<file path="config.mk">
export PLATFORM = sky130hd
export DESIGN_NAME = prog_loader_flat
export DESIGN_NICKNAME = d
export VERILOG_FILES = /design/src/rtl/prog_loader_if.sv /design/src/rtl/prog_loader.sv /design/src/flat_wrapper.sv
export SDC_FILE = /design/constraint.sdc
export NUM_CORES = 1
export LEC_CHECK = 0
export BUFFER_PORTS_ARGS = -buffer_cell sky130_fd_sc_hd__buf_2
export CORE_UTILIZATION = 46
export DETAILED_ROUTE_END_ITERATION = 7
export PLACE_DENSITY = 0.8
export SETUP_SLACK_MARGIN = 0.05
export SKIP_LAST_GASP = 1
export SLEW_MARGIN = 20
export SYNTH_ARGS = -nofsm -noshare
export SYNTH_HDL_FRONTEND = slang
export SYNTH_SLANG_ARGS = --single-unit
</file>
<file path="constraint.sdc">
create_clock -name clk -period 2 [get_ports clk]
set_input_delay 0.2 -clock clk [delete_from_list [all_inputs] [get_ports clk]]
set_output_delay 0.2 -clock clk [all_outputs]
set_load 0.02 [all_outputs]
</file>
<file path="src/rtl/prog_loader_if.sv">
// prog_loader_if: byte-stream input, RAM write port and CPU control bundle for prog_loader
//   in_valid/in_data/in_ready : valid/ready byte stream from the boot source
//   ram_addr/ram_data/ram_wren : registered RAM write port
//   cpu_run/cpu_halt           : CPU stage control
//   busy/done/error/loaded     : loader status
interface prog_loader_if;
    logic       in_valid;
    logic [7:0] in_data;
    logic       in_ready;
    logic [7:0] ram_addr;
    logic [7:0] ram_data;
    logic       ram_wren;
    logic       cpu_run;
    logic       cpu_halt;
    logic       busy;
    logic       done;
    logic       error;
    logic [8:0] loaded;
    modport master (
        output in_valid, in_data,
        input  in_ready, ram_addr, ram_data, ram_wren, cpu_run, cpu_halt, busy, done, error, loaded
    );
    modport slave (
        input  in_valid, in_data,
        output in_ready, ram_addr, ram_data, ram_wren, cpu_run, cpu_halt, busy, done, error, loaded
    );
endinterface

</file>
<file path="src/rtl/prog_loader.sv">
// prog_loader: receives a MAGIC/len/payload/checksum frame and writes it to RAM, then starts the CPU
//   clk, rst : rising-edge clock, synchronous active-high reset
//   bus      : prog_loader_if.slave (byte stream in, RAM write port, CPU run/halt, status out)
module prog_loader #(
    parameter logic [7:0] BASE_ADDR = 8'h00,
    parameter logic [7:0] MAGIC     = 8'hA5
) (
    input  logic          clk,
    input  logic          rst,
    prog_loader_if.slave  bus
);
    typedef enum logic [2:0] {IDLE, LEN, DATA, CSUM, START, ERR} state_t;
    state_t     state_q;
    logic [8:0] len_q, idx_q, idx_d, loaded_q;
    logic [7:0] sum_q, addr_q, data_q;
    logic       wren_q, done_q, error_q, take;
    // START is the only state that refuses a byte; reset also blocks acceptance
    assign bus.in_ready = ~rst & (state_q != START);
    assign take         = bus.in_valid & bus.in_ready;
    assign idx_d        = idx_q + 9'd1;
    assign bus.ram_addr = addr_q;
    assign bus.ram_data = data_q;
    assign bus.ram_wren = wren_q;
    assign bus.cpu_run  = state_q == START;
    assign bus.cpu_halt = state_q inside {LEN, DATA, CSUM, ERR};
    assign bus.busy     = state_q inside {LEN, DATA, CSUM, START};
    assign bus.done     = done_q;
    assign bus.error    = error_q;
    assign bus.loaded   = loaded_q;
    always_ff @(posedge clk) begin
        if (rst) begin
            state_q  <= IDLE;
            len_q    <= '0;
            idx_q    <= '0;
            sum_q    <= '0;
            loaded_q <= '0;
            addr_q   <= BASE_ADDR;
            data_q   <= '0;
            wren_q   <= 1'b0;
            done_q   <= 1'b0;
            error_q  <= 1'b0;
        end else begin
            wren_q <= 1'b0;
            case (state_q)
                IDLE, ERR: if (take && bus.in_data == MAGIC) begin
                    state_q  <= LEN;
                    done_q   <= 1'b0;
                    error_q  <= 1'b0;
                    loaded_q <= '0;
                end
                LEN: if (take) begin
                    // a length byte of zero encodes a full 256-byte image
                    len_q   <= {bus.in_data == 8'd0, bus.in_data};
                    sum_q   <= '0;
                    idx_q   <= '0;
                    state_q <= DATA;
                end
                DATA: if (take) begin
                    wren_q   <= 1'b1;
                    addr_q   <= BASE_ADDR + idx_q[7:0];
                    data_q   <= bus.in_data;
                    sum_q    <= sum_q + bus.in_data;
                    idx_q    <= idx_d;
                    loaded_q <= loaded_q + 9'd1;
                    if (idx_d == len_q) state_q <= CSUM;
                end
                CSUM: if (take) begin
                    if (bus.in_data == sum_q) begin
                        state_q <= START;
                        done_q  <= 1'b1;
                    end else begin
                        state_q <= ERR;
                        error_q <= 1'b1;
                    end
                end
                default: state_q <= IDLE;
            endcase
        end
    end
endmodule

</file>
<file path="src/flat_wrapper.sv">
// flat-port wrapper written by rule: the top's interface ports become plain ports
module prog_loader_flat 
#(
    parameter logic [7:0] BASE_ADDR = 8'h00,
    parameter logic [7:0] MAGIC     = 8'hA5
)
  (clk, rst, bus_in_valid, bus_in_data, bus_in_ready, bus_ram_addr, bus_ram_data, bus_ram_wren, bus_cpu_run, bus_cpu_halt, bus_busy, bus_done, bus_error, bus_loaded);
  prog_loader_if bus_i ();
  input  logic clk;
  input  logic rst;
  input wire logic [$bits(bus_i.in_valid)-1:0] bus_in_valid;
  input wire logic [$bits(bus_i.in_data)-1:0] bus_in_data;
  output wire logic [$bits(bus_i.in_ready)-1:0] bus_in_ready;
  output wire logic [$bits(bus_i.ram_addr)-1:0] bus_ram_addr;
  output wire logic [$bits(bus_i.ram_data)-1:0] bus_ram_data;
  output wire logic [$bits(bus_i.ram_wren)-1:0] bus_ram_wren;
  output wire logic [$bits(bus_i.cpu_run)-1:0] bus_cpu_run;
  output wire logic [$bits(bus_i.cpu_halt)-1:0] bus_cpu_halt;
  output wire logic [$bits(bus_i.busy)-1:0] bus_busy;
  output wire logic [$bits(bus_i.done)-1:0] bus_done;
  output wire logic [$bits(bus_i.error)-1:0] bus_error;
  output wire logic [$bits(bus_i.loaded)-1:0] bus_loaded;
  assign bus_i.in_valid = bus_in_valid;
  assign bus_i.in_data = bus_in_data;
  assign bus_in_ready = bus_i.in_ready;
  assign bus_ram_addr = bus_i.ram_addr;
  assign bus_ram_data = bus_i.ram_data;
  assign bus_ram_wren = bus_i.ram_wren;
  assign bus_cpu_run = bus_i.cpu_run;
  assign bus_cpu_halt = bus_i.cpu_halt;
  assign bus_busy = bus_i.busy;
  assign bus_done = bus_i.done;
  assign bus_error = bus_i.error;
  assign bus_loaded = bus_i.loaded;
  prog_loader #(.BASE_ADDR(BASE_ADDR), .MAGIC(MAGIC)) u_core (.clk(clk), .rst(rst), .bus(bus_i));
endmodule
</file>
**After elaboration in Yosys (flattened, before gate mapping)**

Cells that the tools add are included.

- Register bits: 57
- Latch bits: 0
- RAM bits: 0
- Bits in read-only memories: 0
- Input port bits: 11
- Logic and storage cells: 74
- Memories: 0

- Add/sub/neg operators: 3
- $mul: 0
- Div/mod/pow operators: 0
- Magnitude comparators: 0
- Eq/ne operators: 16
- Shift operators: 0
- Mux-type cells: 24
- Bitwise operators: 4
- Reductions and logical operators: 17

Operator list:

| kind | number |
|---|---|
| two-way mux 9 bit | 4 |
| one-hot mux 9 bit (2 select lines) | 2 |
| adder 9 x 1 -> 9 bit, second input constant | 2 |
| two-way mux 8 bit | 2 |
| one-hot mux 8 bit (2 select lines) | 1 |
| two-way mux 3 bit | 5 |
| one-hot mux 3 bit (4 select lines) | 1 |
| == test 9 bit | 1 |
| adder 8 bit | 1 |
| == test 8 bit | 1 |
| == test 8 bit, second input constant | 1 |
| logical NOT 8 bit | 1 |
| != test 2 x 1 -> 1 bit, second input constant | 4 |
| AND reduction 4 bit | 2 |
| nonzero test 4 bit | 2 |
| two-way mux 1 bit | 7 |
| == test 3 x 2 -> 1 bit, second input constant | 2 |
| == test 3 bit, second input constant | 2 |
| != test 2 bit, second input constant | 3 |
| AND reduction 3 bit | 2 |
| nonzero test 2 bit | 3 |
| AND reduction 5 bit | 1 |
| one-hot mux 1 bit (2 select lines) | 2 |
| AND reduction 2 bit | 2 |
| other kinds (7) | 10 |

**Longest topological paths before layout**

- Depth after elaboration: 6
- Depth in mapped cells: 8
- Depth with buffers taken out: 7

**Worst setup path after synthesis**

Ideal clock, no wire load.

- Path type: register to register
- Start: register u_core.sum_q[1]
- End: register u_core.sum_q[7]
- Arrival time: 1.738 ns
- Data required time: 1.878 ns
- Setup slack: 0.140 ns
- Cell stages (with the launch flop): 7
- Cell sequence: dfxtp_1 -> ha_1 -> a21oi_1 -> o2111ai_1 -> and3_1 -> or2_2 -> a311o_1

- Cells in the longest elaborated chain, start to end: 3

RTL lines:

| item | RTL line | text |
|---|---|---|
| start: declaration | prog_loader.sv:15 | `logic [7:0] sum_q, addr_q, data_q;` |
| start signal: assignment | prog_loader.sv:62 | `sum_q <= sum_q + bus.in_data;` |
| adder 8 bit | prog_loader.sv:62 |  |
| two-way mux 8 bit | prog_loader.sv:58 | `DATA: if (take) begin` |
| one-hot mux 8 bit (2 select lines) | prog_loader.sv:44 | `case (state_q)` |

Every way passes these cells. The select of a mux whose other input is x is not followed.
A chain may end at the register's enable or synchronous reset.

**Worst setup path in the final report**

- Start: register u_core.sum_q[2]
- End: register u_core.sum_q[7]

Same word-level chain as after synthesis.

==> results.yml <==
run_status:
  outcome: "finished, final reports clean"
setup_path:
  path_cells: "ha_1, nand3_1, o2111ai_2, a21oi_1, or2_2, a311o_1"
  crit_type: "flip-flop to flip-flop"
  slowest_stage: "ha_1"
  cp_num_buf_inv: 0
  end_kind: "flip-flop"
  critPathRequiredTime_ns: 2.23
  cp-start-kind: "flip-flop"
  crit_family: "compound AO/OA/AOI/OAI gates"
  cp.arrival_ns: 2.12
  cp_slowest_stage_delay_ns: 0.36
  crit_fanout: 5
placed_design:
  place_congestion: 0.872
  hpwl_um: 4750
  dp_slack_ns: 0.0381
  portBuffers: 42
routing:
  wl_per_cell_um: 14.3
  drt-initial-drc-count: 118
  drt_wl_total_um: 6910
  num_vias: 2750
  drt_pass1_iterations: 5
  viasPerCell: 5.69
  drc: 0
  drt.antenna.violating_nets: 0
timing:
  hold_viol: 0
  setup_ws_ns: 0.117
  drv_slew: 0
  max_freq_ghz: 0.531
  slew_headroom_pct: 69.4
  final.period_utilization_pct: 94.2
  fin_crit_ns: 1.88
  rsz0062_at_grt: "true"
  worst_clock_skew_ns: 0.00721
  setup_viol: 0
  tightestPinTransition_ns: 0.459
  fin_setup_tns_ns: 0
global_route:
  overflow: 0
  grt_max_degree: 46
  grt_pass1_vias: 2505
  antenna_found_initial: 0
  grt_pass1_wl_um: 11100
  grt.total_usage_pct: 21.7
clock_tree:
  cts-root-buf: "clkbuf_8"
  clkSlewWorstSetupHoldPaths_ns: 0.07
  clock_latency_ns: 0.35
  htreeDepth: 3
  tritoncts: "done"
  numCtsBuffers: 9
  cts_setup_buffers: 0
  cts_max_path_buffers: 2
  cts_hold_buf: 0
  cts_num_sinks: 57
synth:
  syn_area_um2: 2960
  avgSynthCellArea_um2: 8.28
  ys_ff_latch: 57
  syn_inst: 357
  yosysWarnings: 0
  synth_edf_count: 0
  synthArstFlopShare_pct: 0
  syn_nets: 378
  synth_ff_type: "dfxtp_1"
  yosysTopAreaCellShare_pct: 38.6
  synthTopCellsByArea: "dfxtp_1 (39%), nand2_1 (5.7%), nor2_1 (5.7%)"
  ys_types: 51
  yosysTopAreaCell: "dfxtp_1"
  yosysSeqAreaShare_pct: 38.6
floorplan:
  initial_core_util_pct: 48.8
  coreArea_um2: 6060
  die_area_um2: 6750
  pin_count: 43
  die_y_um: 82.2
  die-width_um: 82.2
  rows: 28
finish:
  multi_input_area_um2: 1730
  layout-drive-gt1-share_pct: 22.8
  syn2layout_area_growth_pct: 18.4
  post-route-util_pct: 57.7
  diodes: 0
  final_nets: 424
  ff_latch_area_um2: 1140
  fillers: 518
pwr:
  power_switching_w: 0.000533
  pwr-share-comb_pct: 4.2
  ir_drop_v: 0.000503
  leakage_nw: 1.40
  internal_power_w: 0.00167
  swShare_pct: 24.1
  power_per_cell_area_nw_per_um2: 631
  pwr-share-clk_pct: 44.3
  p_seq_share_pct: 51.5
hold_path:
  hold_path_class: "input pin to flip-flop"
flow_run:
  maxCapViolations: 0
final cells by class:
type | count | share of cell area (%)
clock buffers | 11 | 4.33
clock inverters | 5 | 0.858
inverters | 5 | 0.536
multi-input cells | 272 | 49.3
flip-flops and latches | 57 | 32.7
well taps | 75 | 2.68
repair buffers | 58 | 9.55
cells in the final DEF (no fill, tap or decap), types with 4 or more instances in the layout:
cell type / netlist / final
a21o_1: 4 / 4
a21oi_1: 33 / 32
a22oi_1: 7 / 7
a31oi_1: 4 / 4
and3_1: 6 / 5
buf_2: 1 / 42
buf_4: 0 / 15
clkbuf_8: 2 / 11
dfxtp_1: 57 / 54
ha_1: 9 / 5
inv_1: 5 / 5
mux2i_1: 10 / 10
nand2_1: 45 / 45
nand3_1: 8 / 8
nand4_1: 4 / 4
nor2_1: 45 / 45
nor3_1: 10 / 10
nor4_1: 4 / 4
o211ai_1: 5 / 5
o21ai_0: 8 / 8
xnor2_1: 13 / 13
xor2_1: 15 / 15
worst paths after layout:
path              slack (ns)                                 from                                   to  cells past startpoint
setup reg to reg        0.12         u_core.sum_q[2]$_SDFFE_PP0P_         u_core.sum_q[7]$_SDFFE_PP0P_                      6
hold / removal          0.15                       bus_in_data[6]  u_core.bus.ram_data[6]$_SDFFE_PP0P_                      3
setup / recovery        0.12         u_core.sum_q[2]$_SDFFE_PP0P_         u_core.sum_q[7]$_SDFFE_PP0P_                      6
hold reg to reg         0.46  u_core.bus.ram_addr[3]$_SDFFE_PP0P_  u_core.bus.ram_addr[3]$_SDFFE_PP0P_                      2
metrics by stage:
stage,hold WS (ns),std cells,cell area (um^2),power (W)
global route,0.134,483,3500,0.00228
finish,0.145,483,3500,0.00221
global placement,0.442,467,3270,0.00125
detailed placement,0.447,467,3270,0.00125
CTS,0.135,483,3450,0.00222
floorplan,0.336,357,2960,0.00121
power groups by stage:
stage,sequential (W),clock [W],combinational (W)
after global placement,0.00116,0,0.0000853
after CTS,0.00114,0.000999,0.0000877
after floorplan,0.00116,0,0.0000513
after global routing,0.00114,0.00105,0.000101
after detailed placement,0.00116,0,0.0000870
final,0.00114,0.000978,0.0000934
timing repair:
action                     in CTS  in global routing
resized for setup               1                 10
setup endpoints to repair       1                  8
cloned                          0                  0
pin swaps                       0                  2
sequential cells by signal (all words and copies together), names as in the netlist:
register / cells
u_core.bus.ram_addr: 8
u_core.bus.loaded: 9
u_core.sum_q: 8
u_core.state_q: 3
u_core.len_q: 9
u_core.bus.done: 1
u_core.idx_q: 9
u_core.bus.ram_wren: 1
u_core.bus.error: 1
u_core.bus.ram_data: 8
cell families (layout without fill, tap and decap cells):
group | Yosys count | in the layout | share of synthesized area (%)
flops | 57 | 57 | 38.6
xor+xnor | 28 | 28 | 8.29
simple gates | 142 | 142 | 22.7
fa+ha+maj | 10 | 10 | 4.49
buf+inv | 28 | 79 | 4.53
compound gates | 82 | 82 | 18.0
mux | 10 | 10 | 3.39
cell usage after synthesis, types with 3 or more instances:
library cell / count
a211oi_1: 3
a21o_1: 4
a21oi_1: 33
a22oi_1: 7
a31oi_1: 4
and3_1: 6
clkbuf_1: 17
dfxtp_1: 57
ha_1: 9
inv_1: 5
mux2i_1: 10
nand2_1: 45
nand3_1: 8
nand4_1: 4
nor2_1: 45
nor3_1: 10
nor4_1: 4
o2111ai_1: 3
o211ai_1: 5
o21ai_0: 8
or2_2: 3
or3_1: 3
or4_1: 3
xnor2_1: 13
xor2_1: 15
layer usage:
layer	global-route usage, %	vias to the layer above	part of all wire [%]
met4	7.19	0	1.2
met1	26.4	1315	45
met3	6.81	13	5.4
met5	0	-	0
met2	36.3	75	49
li1	-	1347	-
worst min-delay path: stages:
cell	delay (ns)
buf_2	0.13
nand2_1	0.06
a21oi_1	0.05
Note: power is estimated with default switching activity, not from simulation.
